`config.mk`:
```
export PLATFORM = sky130hd
export DESIGN_NAME = ma_mem_ctrl_flat
export DESIGN_NICKNAME = d
export VERILOG_FILES = /design/src/rtl/ma_mem_ctrl_if.sv /design/src/rtl/ma_mem_ctrl.sv /design/src/flat_wrapper.sv
export SDC_FILE = /design/constraint.sdc
export NUM_CORES = 1
export LEC_CHECK = 0
export CORE_ASPECT_RATIO = 1.25
export CORE_MARGIN = 5
export CORE_UTILIZATION = 45
export DETAILED_ROUTE_END_ITERATION = 6
export PLACE_DENSITY = 0.93
export SLEW_MARGIN = 25
export SYNTH_ARGS = -nofsm -noshare
export SYNTH_HDL_FRONTEND = slang
export SYNTH_SLANG_ARGS = --single-unit
```
`constraint.sdc`:
```
create_clock -name CLK -period 3 [get_ports CLK]
set_input_delay 0.6 -clock CLK [delete_from_list [all_inputs] [get_ports CLK]]
set_output_delay 0.6 -clock CLK [all_outputs]
set_load 0.01 [all_outputs]
```
`src/rtl/ma_mem_ctrl_if.sv`:
```
// Data-memory side bus of the MA-stage controller: single-ported memory with req/ack handshake.
// The controller drives the request side (master); the memory returns read data and ack (slave).
interface ma_mem_ctrl_if;
    logic        DM_REQ;
    logic        DM_WE;
    logic [31:0] DM_ADDR;
    logic [31:0] DM_WDATA;
    logic [3:0]  DM_BYTE_EN;
    logic [31:0] DM_RDATA;
    logic        DM_ACK;

    modport master (
        output DM_REQ, DM_WE, DM_ADDR, DM_WDATA, DM_BYTE_EN,
        input  DM_RDATA, DM_ACK
    );

    modport slave (
        input  DM_REQ, DM_WE, DM_ADDR, DM_WDATA, DM_BYTE_EN,
        output DM_RDATA, DM_ACK
    );
endinterface

```
`src/rtl/ma_mem_ctrl.sv`:
```
// Memory-access-stage controller: decodes load/store size, aligns lanes, sequences the
// req/ack transfer, stalls the pipeline until completion and formats load data.
module ma_mem_ctrl #(
    parameter int unsigned TIMEOUT_CYCLES = 255
) (
    input  logic          CLK,
    input  logic          RESET,
    input  logic [1:0]    MEM_READ,
    input  logic [1:0]    MEM_WRITE,
    input  logic          LOAD_UNSIGNED,
    input  logic [31:0]   ADDRESS,
    input  logic [31:0]   WRITE_DATA,
    ma_mem_ctrl_if.master dm,
    output logic          STALL,
    output logic [31:0]   READ_DATA,
    output logic          ACCESS_ERR,
    output logic          BUS_ERR
);
    typedef enum logic [1:0] {S_IDLE, S_ACCESS, S_DONE} state_t;

    localparam logic [15:0] CNT_LAST = 16'(TIMEOUT_CYCLES - 1);

    state_t      state_q, state_d;
    logic [15:0] cnt_q, cnt_d;
    logic        req_q, req_d, we_q, we_d;
    logic [31:0] addr_q, addr_d, wdata_q, wdata_d, rdata_q, rdata_d;
    logic [3:0]  be_q, be_d;
    logic [1:0]  size_q, size_d, off_q, off_d;
    logic        uns_q, uns_d;
    logic        acc_err_q, acc_err_d, bus_err_q, bus_err_d;

    logic        rd_act, wr_act, misalign, conflict, valid, viol;
    logic [1:0]  size, off;
    logic [3:0]  be_sel;
    logic [31:0] wdata_sel, shifted, load_fmt;

    assign rd_act   = |MEM_READ;
    assign wr_act   = |MEM_WRITE;
    assign size     = wr_act ? MEM_WRITE : MEM_READ;
    assign off      = ADDRESS[1:0];
    assign misalign = ((size == 2'b10) && off[0]) || ((size == 2'b11) && (off != 2'b00));
    assign conflict = rd_act && wr_act;
    assign valid    = (rd_act ^ wr_act) && !misalign;
    assign viol     = conflict || ((rd_act || wr_act) && misalign);

    always_comb begin
        be_sel    = 4'b1111;
        wdata_sel = WRITE_DATA;
        case (size)
            2'b01: begin
                be_sel    = 4'b0001 << off;
                wdata_sel = {4{WRITE_DATA[7:0]}};
            end
            2'b10: begin
                be_sel    = 4'b0011 << off;
                wdata_sel = {2{WRITE_DATA[15:0]}};
            end
            default: ;
        endcase
    end

    // Load formatting uses the size/offset/extension captured in IDLE, not the live inputs.
    assign shifted = dm.DM_RDATA >> {off_q, 3'b000};
    always_comb begin
        load_fmt = shifted;
        case (size_q)
            2'b01:   load_fmt = uns_q ? {24'd0, shifted[7:0]} : {{24{shifted[7]}}, shifted[7:0]};
            2'b10:   load_fmt = uns_q ? {16'd0, shifted[15:0]} : {{16{shifted[15]}}, shifted[15:0]};
            default: ;
        endcase
    end

    always_comb begin
        state_d   = state_q;
        cnt_d     = cnt_q;
        req_d     = req_q;
        we_d      = we_q;
        addr_d    = addr_q;
        wdata_d   = wdata_q;
        be_d      = be_q;
        rdata_d   = rdata_q;
        size_d    = size_q;
        off_d     = off_q;
        uns_d     = uns_q;
        acc_err_d = 1'b0;
        bus_err_d = 1'b0;
        STALL     = 1'b0;
        case (state_q)
            S_IDLE: begin
                if (valid) begin
                    STALL   = 1'b1;
                    state_d = S_ACCESS;
                    req_d   = 1'b1;
                    we_d    = wr_act;
                    addr_d  = {ADDRESS[31:2], 2'b00};
                    wdata_d = wdata_sel;
                    be_d    = be_sel;
                    size_d  = size;
                    off_d   = off;
                    uns_d   = LOAD_UNSIGNED;
                    cnt_d   = '0;
                end else if (viol) begin
                    acc_err_d = 1'b1;
                    rdata_d   = '0;
                end
            end
            S_ACCESS: begin
                STALL = 1'b1;
                // Ack wins over a timeout expiring in the same cycle.
                if (dm.DM_ACK) begin
                    state_d = S_DONE;
                    req_d   = 1'b0;
                    cnt_d   = '0;
                    rdata_d = we_q ? '0 : load_fmt;
                end else if (cnt_q == CNT_LAST) begin
                    state_d   = S_DONE;
                    req_d     = 1'b0;
                    cnt_d     = '0;
                    rdata_d   = '0;
                    bus_err_d = 1'b1;
                end else begin
                    cnt_d = cnt_q + 16'd1;
                end
            end
            S_DONE:  state_d = S_IDLE;
            default: state_d = S_IDLE;
        endcase
    end

    always_ff @(posedge CLK) begin
        if (!RESET) begin
            state_q   <= S_IDLE;
            cnt_q     <= '0;
            req_q     <= 1'b0;
            we_q      <= 1'b0;
            addr_q    <= '0;
            wdata_q   <= '0;
            be_q      <= '0;
            rdata_q   <= '0;
            size_q    <= '0;
            off_q     <= '0;
            uns_q     <= 1'b0;
            acc_err_q <= 1'b0;
            bus_err_q <= 1'b0;
        end else begin
            state_q   <= state_d;
            cnt_q     <= cnt_d;
            req_q     <= req_d;
            we_q      <= we_d;
            addr_q    <= addr_d;
            wdata_q   <= wdata_d;
            be_q      <= be_d;
            rdata_q   <= rdata_d;
            size_q    <= size_d;
            off_q     <= off_d;
            uns_q     <= uns_d;
            acc_err_q <= acc_err_d;
            bus_err_q <= bus_err_d;
        end
    end

    assign dm.DM_REQ     = req_q;
    assign dm.DM_WE      = we_q;
    assign dm.DM_ADDR    = addr_q;
    assign dm.DM_WDATA   = wdata_q;
    assign dm.DM_BYTE_EN = be_q;
    assign READ_DATA     = rdata_q;
    assign ACCESS_ERR    = acc_err_q;
    assign BUS_ERR       = bus_err_q;
endmodule
```
`src/flat_wrapper.sv`:
```
// flat-port wrapper written by rule: the top's interface ports become plain ports
module ma_mem_ctrl_flat 
#(
    parameter int unsigned TIMEOUT_CYCLES = 255
)
  (CLK, RESET, MEM_READ, MEM_WRITE, LOAD_UNSIGNED, ADDRESS, WRITE_DATA, STALL, READ_DATA, ACCESS_ERR, BUS_ERR, dm_DM_REQ, dm_DM_WE, dm_DM_ADDR, dm_DM_WDATA, dm_DM_BYTE_EN, dm_DM_RDATA, dm_DM_ACK);
  ma_mem_ctrl_if dm_i ();
  input  logic CLK;
  input  logic RESET;
  input  logic [1:0] MEM_READ;
  input  logic [1:0] MEM_WRITE;
  input  logic LOAD_UNSIGNED;
  input  logic [31:0] ADDRESS;
  input  logic [31:0] WRITE_DATA;
  output logic STALL;
  output logic [31:0] READ_DATA;
  output logic ACCESS_ERR;
  output logic BUS_ERR;
  output wire logic [$bits(dm_i.DM_REQ)-1:0] dm_DM_REQ;
  output wire logic [$bits(dm_i.DM_WE)-1:0] dm_DM_WE;
  output wire logic [$bits(dm_i.DM_ADDR)-1:0] dm_DM_ADDR;
  output wire logic [$bits(dm_i.DM_WDATA)-1:0] dm_DM_WDATA;
  output wire logic [$bits(dm_i.DM_BYTE_EN)-1:0] dm_DM_BYTE_EN;
  input wire logic [$bits(dm_i.DM_RDATA)-1:0] dm_DM_RDATA;
  input wire logic [$bits(dm_i.DM_ACK)-1:0] dm_DM_ACK;
  assign dm_DM_REQ = dm_i.DM_REQ;
  assign dm_DM_WE = dm_i.DM_WE;
  assign dm_DM_ADDR = dm_i.DM_ADDR;
  assign dm_DM_WDATA = dm_i.DM_WDATA;
  assign dm_DM_BYTE_EN = dm_i.DM_BYTE_EN;
  assign dm_i.DM_RDATA = dm_DM_RDATA;
  assign dm_i.DM_ACK = dm_DM_ACK;
  ma_mem_ctrl #(.TIMEOUT_CYCLES(TIMEOUT_CYCLES)) u_core (.CLK(CLK), .RESET(RESET), .MEM_READ(MEM_READ), .MEM_WRITE(MEM_WRITE), .LOAD_UNSIGNED(LOAD_UNSIGNED), .ADDRESS(ADDRESS), .WRITE_DATA(WRITE_DATA), .dm(dm_i), .STALL(STALL), .READ_DATA(READ_DATA), .ACCESS_ERR(ACCESS_ERR), .BUS_ERR(BUS_ERR));
endmodule
```
==> results.md <==
* Comb power frac at 19.8%
* Fin. Hold Viols at 0
* Root Buffer: clkbuf_16
* WS Path Type: in -> out
* Initial antenna violation count at 0
* Post-CTS Setup Bufs at 0
* Clk slew on worst S/H paths at 0.05 ns
* Final Cycle Share at 96.6%
* Vias at 6014
* Ys Warns at 0
* Crit path launch type: input pin
* Total power at 0.00504 W
* Seq/Total Area, Yosys at 44.1%
* Total GRT Usage at 24.5%
* Utilization after layout at 71.4%
* P_leak at 3.30 nW
* Max Transition Viols Final at 0
* Setup Skew at 0.00984 ns
* Asr flop ratio synth at 0%
* Final nets at 1021
* Worst-Margin Slew at 0.918 ns
* Skew-Pair Late Insertion Delay at 0.41 ns
* H-tree levels at 4
* Detailed Place HPWL at 13.8 mm
* Crit. End Element: primary output
* DP Area at 0.00810 sq mm
* Via density at 5.54
* DIE AREA at 0.0150 sq mm
* FF-to-FF path depth at 5
* Initial core utilization at 46.2%
* Final instance area at 0.00876 sq mm
* Setup TNS at 0 ns
* DRC violations left at 0
* Seq pwr share at 36.0%
* Tightest Hold Check Type: reg -> reg
* Sw frac at 25.9%
* I/O pin count at 209
* Router iterations before antenna repair at 7
* Final wirelength at 19.4 mm
* WP data required at 2.40 ns
* CTS Hold Bufs at 0
* N_diodes at 0
* Synth cell types at 55
* Routed Antenna Nets at 0
* CP max FO at 2
* Clock share of power at 44.1%
* Syn Std Cell Area at 0.00567 sq mm
* GP Congestion at 0.892
* Largest net degree at the start of global routing at 80
* FP Rows at 45
* Clock Sinks at 125
* Number of synthesized register bits at 125
* Post-synth EDFFs at 0
* Synth Area per Inst at 8.08 sq um
* Core area at 0.0123 sq mm
* Initial drt markers at 377
* Vias in the first global route at 5824
* Layout cells sized above 1 at 10.2%
* Internal power at 0.00374 W
* Arr. time, crit path at 2.30 ns
* I/O Buffers at 206
* Total congestion overflow at 0
* TritonCTS clock tree: yes
* Worst VDD drop at 0.000286 V
* Most common cell after layout, fill and taps aside: clkdlybuf4s50_1
* Most frequent cells in the layout: clkdlybuf4s50_1 (204), nand2_1 (155), dfxtp_1 (125)
* Worst-case clock buffer depth at 2
* Post-layout min period at 2.90 ns
* # setup viols final at 0
* Die X-Extent at 110 microns
* First-pass GRT wire length at 29.9 mm
* Area delta synth->final at 54.4%
* P_sw at 0.00131 W
* Rel. slew slack at 38.3%
* Die Ht at 136 microns
* Status: finished clean
* TritonCTS Buffers at 17
* Number of max-cap violations at 0
* RSZ-0062 raised after global routing: no
* Hold depth at 2
* DR WL/cell at 17.9 microns
* Ys flop type: dfxtp_1
* Pwr/cell area at 576 mW/mm^2
* Hold WS at 0.445 ns
* FMAX at 345 MHz
* Post-synthesis instance total at 702
* Fill cells at 906
cell type report:
type	instances	area [sq um]	share of cell area [%]
multi-input cells	507	2910	33.2
flip-flops and latches	125	2500	28.6
repair buffers	241	2440	27.8
clock buffers	17	425	4.86
clock inverters	15	220	2.51
well taps	164	205	2.34
inverters	16	60.1	0.686
power by group through the flow:
stage | clock [W] | sequential, W | combinational, W
global route | 0.00233 | 0.00183 | 0.00107
floorplan | 0 | 0.00188 | 0.000407
global placement | 0 | 0.00184 | 0.000960
CTS | 0.00226 | 0.00182 | 0.000997
finish | 0.00223 | 0.00182 | 0.000999
detailed placement | 0 | 0.00185 | 0.000979
worst paths after layout:
kind	end	slack [ns]	start
min	u_core.dm.DM_WDATA[22]$_SDFFE_PN0P_	0.45	u_core.dm.DM_WDATA[22]$_SDFFE_PN0P_
max	STALL	0.10	MEM_READ[1]
max reg2reg	u_core.READ_DATA[28]$_SDFFE_PN0P_	0.70	u_core.state_q[0]$_SDFFE_PN0P_
min reg2reg	u_core.dm.DM_WDATA[22]$_SDFFE_PN0P_	0.45	u_core.dm.DM_WDATA[22]$_SDFFE_PN0P_
timing repair:
item                                    in CTS  in global routing
resized for setup                            4                  3
endpoints found under the setup margin       1                  1
gates cloned                                 0                  0
kinds of logic after synthesis:
logic type / after synthesis / synth area share, %
compound gates: 192 / 20.8
xor+xnor: 5 / 0.772
fa+ha+maj: 9 / 1.98
buf+inv: 71 / 5.12
flops: 125 / 44.1
mux: 28 / 5.31
other cells: 1 / 0.0661
simple gates: 271 / 21.8
synth_stat cells, drive strengths merged, types with 2 or more instances:
master | n | area (sq um)
nand2 | 155 | 582
dfxtp | 125 | 2500
a21oi | 73 | 365
o21ai | 55 | 275
nor2 | 41 | 161
clkbuf | 40 | 150
mux2i | 20 | 200
nor3 | 20 | 100
inv | 16 | 60.1
buf | 15 | 80.1
ha | 9 | 113
nand3 | 9 | 45.0
a211o | 8 | 70.1
a21o | 8 | 60.1
a221o | 8 | 80.1
a221oi | 8 | 70.1
a22oi | 8 | 60.1
nand3b | 8 | 60.1
o2bb2ai | 8 | 70.1
mux2 | 7 | 78.8
nand4 | 7 | 43.8
or3 | 7 | 43.8
nor4 | 5 | 61.3
a211oi | 4 | 30.0
or2 | 4 | 25.0
xnor2 | 4 | 35.0
a31oi | 3 | 18.8
and2 | 3 | 18.8
or4 | 3 | 26.3
a2bb2oi | 2 | 17.5
nand2b | 2 | 12.5
nand4b | 2 | 23.8
nor2b | 2 | 12.5
metal layers:
| metal | vias to the layer above | part of all wire [%] | track usage (%) | wire length (microns) |
|---|---|---|---|---|
| met3 | 57 | 7.6 | 5.94 | 1460 |
| met1 | 2783 | 36 | 26.1 | 6970 |
| met2 | 304 | 52 | 44.9 | 10100 |
| met4 | 0 | 4.3 | 12.9 | 830 |
| met5 | - | 0 | 0 | 0 |
| li1 | 2870 | - | - | - |
worst max-delay path, cell delays in order:
cell and delay [ns]:
clkdlybuf4s50_1 0.43, or2_2 0.33, ha_1 0.29, o21ba_2 0.20, o31ai_2 0.06, inv_1 0.09, dlygate4sd2_1 0.29
state kept, by name, summed over array words and instances, names as in the netlist, 2 cells and up:
name                  flops
u_core.cnt_q             16
u_core.off_q              2
u_core.size_q             2
u_core.dm.DM_BYTE_EN      4
u_core.dm.DM_ADDR        30
u_core.dm.DM_WDATA       32
u_core.state_q            2
u_core.READ_DATA         32
through the flow:
step	std cells	worst slack (ns)
detailed placement	1053	-0.274
CTS	1085	0.0219
finish	1085	0.102
floorplan	703	0.492
global route	1085	0.00457
global placement	1053	-0.159
No activity file was read; power rests on OpenSTA's default activity.
